### src/rtl/serial_add_pkg.sv
// Shared types and constants for the bit-serial adder controller.
package serial_add_pkg;

  typedef enum logic [1:0] {
    IDLE = 2'd0,
    RUN  = 2'd1,
    DONE = 2'd2
  } state_t;

  localparam int DEFAULT_WIDTH = 8;

endpackage

### src/rtl/serial_add_ctrl_fa_bit.sv
// One-bit full adder cell, gate level; the controller time-multiplexes it across all bit positions.
module fa_bit (
  input  logic a,
  input  logic b,
  input  logic cin,
  output logic sum,
  output logic cout
);

  logic ab_x;
  logic ab_a;
  logic cx_a;

  xor g_x0 (ab_x, a, b);
  xor g_x1 (sum, ab_x, cin);
  and g_a0 (ab_a, a, b);
  and g_a1 (cx_a, ab_x, cin);
  or  g_o0 (cout, ab_a, cx_a);

endmodule

### src/rtl/serial_add_ctrl.sv
// Bit-serial adder controller: adds a+b+cin LSB first over WIDTH cycles with one fa_bit cell.
// Define SERIAL_ADD_OVF_EN to add the registered signed-overflow output ovf.
module serial_add_ctrl
  import serial_add_pkg::*;
#(
  parameter int WIDTH = DEFAULT_WIDTH
) (
  input  logic             clk,
  input  logic             rst,
  input  logic             start,
  input  logic [WIDTH-1:0] a,
  input  logic [WIDTH-1:0] b,
  input  logic             cin,
  output logic             busy,
  output logic             done,
  output logic [WIDTH-1:0] sum,
  output logic             cout
`ifdef SERIAL_ADD_OVF_EN
  ,
  output logic             ovf
`endif
);

  localparam int CW = $clog2(WIDTH);
  localparam logic [CW-1:0] LAST = CW'(WIDTH - 1);

  state_t           state;
  logic [WIDTH-1:0] a_sr;
  logic [WIDTH-1:0] b_sr;
  logic             carry;
  logic [CW-1:0]    cnt;
  logic             fa_sum;
  logic             fa_cout;

  fa_bit u_fa (
    .a    (a_sr[0]),
    .b    (b_sr[0]),
    .cin  (carry),
    .sum  (fa_sum),
    .cout (fa_cout)
  );

  // Sequencer: operand capture, one bit per RUN cycle, sum doubles as the result shift register.
  always_ff @(posedge clk) begin
    if (rst) begin
      state <= IDLE;
      busy  <= 1'b0;
      done  <= 1'b0;
      sum   <= '0;
      cout  <= 1'b0;
      cnt   <= '0;
      carry <= 1'b0;
      a_sr  <= '0;
      b_sr  <= '0;
`ifdef SERIAL_ADD_OVF_EN
      ovf   <= 1'b0;
`endif
    end else begin
      case (state)
        IDLE: begin
          done <= 1'b0;
          if (start) begin
            state <= RUN;
            busy  <= 1'b1;
            a_sr  <= a;
            b_sr  <= b;
            carry <= cin;
            cnt   <= '0;
            sum   <= '0;
            cout  <= 1'b0;
`ifdef SERIAL_ADD_OVF_EN
            ovf   <= 1'b0;
`endif
          end else begin
            busy <= 1'b0;
          end
        end
        RUN: begin
          carry <= fa_cout;
          sum   <= {fa_sum, sum[WIDTH-1:1]};
          a_sr  <= {1'b0, a_sr[WIDTH-1:1]};
          b_sr  <= {1'b0, b_sr[WIDTH-1:1]};
          if (cnt == LAST) begin
            // Last bit: the carry entering this cell is the carry into the MSB.
            state <= DONE;
            busy  <= 1'b0;
            done  <= 1'b1;
            cout  <= fa_cout;
`ifdef SERIAL_ADD_OVF_EN
            ovf   <= carry ^ fa_cout;
`endif
          end else begin
            cnt <= cnt + CW'(1);
          end
        end
        DONE: begin
          state <= IDLE;
          done  <= 1'b0;
        end
        default: begin
          state <= IDLE;
          busy  <= 1'b0;
          done  <= 1'b0;
        end
      endcase
    end
  end

endmodule
### config.mk
export PLATFORM = sky130hd
export DESIGN_NAME = serial_add_ctrl
export DESIGN_NICKNAME = d
export VERILOG_FILES = /design/src/rtl/serial_add_pkg.sv /design/src/rtl/serial_add_ctrl_fa_bit.sv /design/src/rtl/serial_add_ctrl.sv
export SDC_FILE = /design/constraint.sdc
export NUM_CORES = 1
export LEC_CHECK = 0
export CAP_MARGIN = 20
export CORE_UTILIZATION = 55
export DETAILED_ROUTE_END_ITERATION = 6
export DONT_BUFFER_PORTS = 1
export PLACE_DENSITY = 0.68
export SLEW_MARGIN = 10
export SYNTH_ARGS = -nofsm -noshare
export SYNTH_HDL_FRONTEND = slang
export SYNTH_SLANG_ARGS = --single-unit
### constraint.sdc
create_clock -name clk -period 1.6 [get_ports clk]
set_input_delay 0.24 -clock clk [delete_from_list [all_inputs] [get_ports clk]]
set_output_delay 0.24 -clock clk [all_outputs]
set_load 0.1 [all_outputs]
==> results of run 1 <==
-- flip-flops by register name, summed over array words and instances (netlist names) --
name	flops
cnt	3
b_sr	8
sum	8
state	2
a_sr	8
carry	1
done	1
busy	1
cout	1
-- final timing paths --
path,startpoint,slack (ps),end,cells past startpoint
setup / recovery,cnt[0],110,cout,5
hold / removal,a[7],50,a_sr[7],2
setup reg to reg,cnt[0],110,cout,5
hold reg to reg,cout,480,cout,2
-- layout make-up --
cell class	count	area (µm²)
clock buffer	6	41.29
clock inverter	2	10.01
fill	208	883.3
inverter	5	18.77
multi-input combinational	101	675.6
sequential	33	660.6
tap	30	37.54
timing repair buffer	17	150.1
-- metrics by stage --
stage	cell area, µm²	power [mW]
after floorplan	1443	1.098
after global placement	1514	1.111
after detailed placement	1514	1.120
after CTS	1575	1.576
after global routing	1594	1.651
final	1594	1.570
-- cells by family (layout without fill, tap and decap cells) --
kind of cell / after synthesis / count (layout)
flip-flops: 33 / 33
AO/OA/AOI/OAI: 36 / 36
multiplexers: 17 / 17
buffers and inverters: 19 / 30
adder cells (fa/ha/maj): 3 / 3
AND/OR/NAND/NOR: 45 / 45
-- cells in the final DEF (no fill, tap or decap), types with 4 or more instances in the layout --
cell type / synthesis / layout
a211oi_1: 15 / 15
buf_4: 3 / 14
inv_1: 5 / 5
nor2_1: 27 / 27
mux2i_1: 17 / 17
dfxtp_1: 33 / 33
a21oi_1: 4 / 4
clkbuf_4: 0 / 5
nand3_1: 5 / 5
a22oi_1: 7 / 7
-- layer usage --
metal | vias up | global-route usage
met5 | - | 0
met1 | 495 | 0.2759
li1 | 566 | -
met4 | 0 | 0.07895
met2 | 29 | 0.3083
met3 | 4 | 0.1092
-- power groups by stage --
stage | registers, mW | clock network [mW] | logic [mW]
2_1_floorplan | 0.936 | 0 | 0.162
3_3_place_gp | 0.908 | 0 | 0.203
3_5_place_dp | 0.910 | 0 | 0.210
4_1_cts | 0.892 | 0.460 | 0.224
5_1_grt | 0.898 | 0.502 | 0.251
6_report | 0.892 | 0.452 | 0.227
-- timing repair --
action                     CTS  global route
hold buffers                 1             0
setup buffers                0             0
resized for setup            0             1
hold endpoints to repair    33             0
setup endpoints to repair    0             1
-- worst max-delay path, stage by stage, from the launching register on --
cell and delay, ps:
dfxtp_1 350, ha_1 200, ha_1 280, nor3b_1 320, o21ai_0 120, a21oi_1 150
==> metrics.txt, run 1 <==
Synth Area in Compound Gates 0.1761; post-synthesis xor/xnor area fraction 0; Bufs on Longest Clock Path 2; Sw Pwr 0.4442 mW; DIE WIDTH 53.22 µm; Cell Rows 18; setup TNS 0 ps; Initial DRC Count 18; combinational share of power 0.145; Post-Place Cells 184; yosys warns 0; ys flop type dfxtp_1; Worst Setup Start Kind flip-flop; CTS tree done; vias in the first global route 943; antenna-violating nets left 0; Arr. time, crit path about 1800 ps; Final #Nets 186; fmax between 0.6 and 0.7 GHz; multiplexer share of the synthesized area 0.1180; Yosys reg bits 33; Finish-stage setup viols 0; dpl hpwl 1738 µm; Metal-1 WL roughly 1200 µm; highest metal used met4; htree depth 2; fin cells approximately 190; Max Cap Viol 0; Clock Skew about 9.2 ps; dominant cell type by area after synthesis dfxtp_1; post-synthesis cell type count 27; final hold viol count 0; top cells by count, synth 33 x dfxtp_1, 27 x nor2_1, 17 x mux2i_1, 15 x a211oi_1, 7 x a22oi_1; Clock Power Share 0.288; average wire per standard cell between 10 and 15 µm; largest net degree at the start of global routing 34; min-delay worst type in -> reg; largest family of logic cells by synthesized area compound AO/OA/AOI/OAI gates; core footprint 2477 µm²; Adder-Cell Fraction of Synth Area 0.03122; post-route DRC violation count 0; global route overflow 0; clock insertion delay at the later pin of the skew report roughly 340 ps; Flop pwr share 0.568; share of the synthesized area in the top cell type 0.4579; share of layout cells above drive strength 1 0.1524; Initial Util 0.5823; syn_area_per_cell roughly 9.4 µm²; Post-synth EDFFs 0; I/O pin cnt 31; peak supply drop 0.7315 mV; status finished, final reports clean; post-synthesis simple-gate area fraction 0.1405; Via Count 1,094; synthesized area approximately 1400 µm²; Root Buffer clkbuf_4; Crit. End Element flip-flop; clk sinks 33; met2 wire length ~1200 µm; Synthesized Nets 176; Post-Route WL approximately 2600 µm; gpl congestion 0.8329; Final min period 1488 ps; CP required about 1900 ps; WHS slightly above 50 ps; GRT Total Usage 0.2166; P_leak about 0.64 nW; Worst Tran Pin Value ~580 ps; CTS clk-pin slew, worst paths approximately 100 ps; final core area utilization 0.6434; die area between 2000 and 3000 µm²; share of synthesized flip-flops with an asynchronous set or reset 0; Initial DRT Pass Iterations 4; crit share post-route 0.9298; Chip Height approximately 53 µm; count of input and output buffers 0; Slew Limit Fails 0; Area contributors post-synth dfxtp_1 46%, mux2i_1 12%, a211oi_1 7.8%, nor2_1 7.0%, a22oi_1 3.6%; antenna violations before repair 0; Layout area overhead 10.49%; slack of the critical path roughly 110 ps; most frequent cell after synthesis dfxtp_1; sequential share of the synthesized area 0.4579; Net Sw Frac 0.2829; Worst Setup Slack post-DPL around 140 ps; ant diodes 0; via/cell ratio around 5.6; crit-path max FO 9; Slew headroom 0.6095; Gate Count Post-Synth approximately 150; Num CTS Buffers 5; routed length on met3 around 190 µm; Pint 1.126 mW; RSZ-0062 raised after global routing false; crit path kind reg -> reg; first-pass GRT wire length roughly 4200 µm; P per Cell Area between 900 and 1000 nW/µm²
Note: power is estimated with default switching activity, not from simulation.
==> run 2, diff against run 1 <==
==> constraint.sdc (replaced) <==
create_clock -name clk -period 1.6 [get_ports clk]
set_input_delay 0.32 -clock clk [delete_from_list [all_inputs] [get_ports clk]]
set_output_delay 0.32 -clock clk [all_outputs]
set_load 0.1 [all_outputs]
==> run 2 against run 1 <==
Effect of this change:
- global-route usage up 0.51 points
- die area unchanged
- combinational power is 7% lower
- sequential share of layout area grew 0.49 points
- design area shrank 1.2%
- worst setup slack better by 5.6 ps
- non-clock buffer count down 2
- hold slack worse by 5.0 ps
- highest routed layer unchanged
==> metrics.txt, run 2 (same netlist as run 1, synthesis figures left out) <==
most common cell after layout, fill and taps aside dfxtp_1; Clock Skew 3.859 ps (-5.342 ps); Final #Nets 184 (-1.1%); setup TNS 0 ps (unchanged); Layout area overhead 9.193%; Num CTS Buffers 5 (unchanged); Post-Route WL 2675 µm (+2.6%); Chip Height 53.22 µm (unchanged); biggest regs a_sr: 8 flops, b_sr: 8 flops, sum: 8 flops; ant diodes 0 (unchanged); most frequent cells in the layout 33 x dfxtp_1, 27 x nor2_1, 17 x mux2i_1, 15 x a211oi_1, 14 x buf_4; average wire per standard cell 14.01 µm (+4.2%); post-route DRC violation count 0 (unchanged); Bufs on Longest Clock Path 2 (unchanged); Initial DRT Pass Iterations 4 (unchanged); min-delay worst type in -> reg; peak supply drop 0.6874 mV (-6.0%); final core area utilization 0.6359 (-0.007575); status finished, final reports clean; Flop pwr share 0.566 (-0.002); combinational share of power 0.134 (-0.011); I/O pin cnt 31 (unchanged); CTS tree done; antenna-violating nets left 0 (unchanged); core footprint 2477 µm² (unchanged); RSZ-0062 raised after global routing false; final hold viol count 0 (unchanged); WHS 45.42 ps (-4.960 ps); Layout fillers 227 (+9.1%); GRT Total Usage 0.2216 (+0.005065); DIE WIDTH 53.22 µm (unchanged); Crit. End Element flip-flop; Slew Limit Fails 0 (unchanged); R2R setup slack 120 ps (about the same); htree depth 2 (unchanged); gpl congestion 0.8210 (-1.4%); Arr. time, crit path 1750 ps (-20 ps); Root Buffer clkbuf_4; Worst Setup Slack post-DPL 147.0 ps (+7.727 ps); dpl hpwl 1743 µm (+0.26%); slack of the critical path 117.9 ps (+5.629 ps); Pint 1.162 mW (+3.2%); Worst Setup Start Kind flip-flop; count of input and output buffers 0 (unchanged); first-pass GRT wire length 4264 µm (+0.99%); vias in the first global route 930 (-1.4%); Initial Util 0.5823 (unchanged); Finish-stage setup viols 0 (unchanged); Initial DRC Count 26 (+8); Final min period 1482 ps (-5.629 ps); Via Count 1,135 (+3.7%); share of layout cells above drive strength 1 0.1429 (-0.009582); P_leak 0.6279 nW (-2.2%); crit share post-route 0.9263 (-0.003518); crit-path max FO 9 (unchanged); Clock Power Share 0.300 (+0.012); CP required 1870 ps (about the same); clk sinks 33 (unchanged); Max Cap Viol 0 (unchanged); clock insertion delay at the later pin of the skew report 330 ps (about the same); post-CTS setup repair buffer count 0 (unchanged); crit path kind reg -> reg; die area 2832 µm² (unchanged); fmax 0.6747 GHz (+0.38%); Cell Rows 18 (unchanged); Sw Pwr 0.4128 mW (-7.1%); Slew headroom 0.4409 (-0.1686); global route overflow 0 (unchanged); CTS clk-pin slew, worst paths 90 ps (about the same); P per Cell Area 999.8 nW/µm² (+1.5%); via/cell ratio 5.942 (+5.4%); antenna violations before repair 0 (unchanged); Worst Tran Pin Value 836.9 ps (+253.2 ps); Net Sw Frac 0.2621 (-0.02079); largest net degree at the start of global routing 34 (unchanged)
==> run 2: changes by cell type in the layout (fill, tap and decap cells not counted), sizes merged <==
cell / before / now
buf: 16 / 15
clkbuf: 6 / 7
clkinv: 2 / 0
dlygate4sd3: 1 / 0
==> run 2: path summary, 6_finish.rpt <==
check,from,endpoint,depth (start not counted)
max,cnt[0],cout,5
min,rst,sum[6],1
max reg2reg,cnt[0],cout,5
min reg2reg,cout,cout,2
==> run 2: critical path, stage by stage (launching register included) <==
cell	delay [ps]
dfxtp_1	360
ha_1	210
ha_1	300
nor3b_1	280
o21ai_0	110
a21oi_1	170
==> run 2: metal layers <==
| metal | vias up | GRT usage | share of wire |
|---|---|---|---|
| met2 | 31 | 0.2917 | 0.46 |
| li1 | 556 | - | - |
| met4 | 0 | 0.1140 | 0.017 |
| met5 | - | 0 | 0 |
| met3 | 6 | 0.1178 | 0.067 |
| met1 | 542 | 0.2857 | 0.46 |
==> run 2: power groups by stage <==
stage / sequential (mW) / clock, mW / combinational [mW]
finish: 0.891 / 0.472 / 0.211
global route: 0.898 / 0.531 / 0.234
detailed placement: 0.910 / 0 / 0.211
CTS: 0.892 / 0.490 / 0.212
global placement: 0.908 / 0 / 0.203
floorplan: 0.936 / 0 / 0.162
==> run 2: cell type report <==
type                       instances  area [µm²]  area share
clock buffer                       7       55.05     0.03495
inverter                           5       18.77     0.01191
sequential                        33       660.6      0.4194
multi-input combinational        101       678.2      0.4305
tap                               30       37.54     0.02383
timing repair buffer              15       125.1     0.07943
==> run 2: stage by stage <==
| step | total power [mW] | cells | cell area (µm²) |
|---|---|---|---|
| after floorplan | 1.098 | 153 | 1443 |
| after global placement | 1.111 | 184 | 1514 |
| after detailed placement | 1.121 | 184 | 1514 |
| after CTS | 1.594 | 191 | 1569 |
| after global routing | 1.663 | 191 | 1575 |
| final | 1.575 | 191 | 1575 |
==> run 2: what timing repair did <==
item,CTS,global route
resized for setup,0,1
endpoints found under the setup margin,0,1
hold buffers,0,0
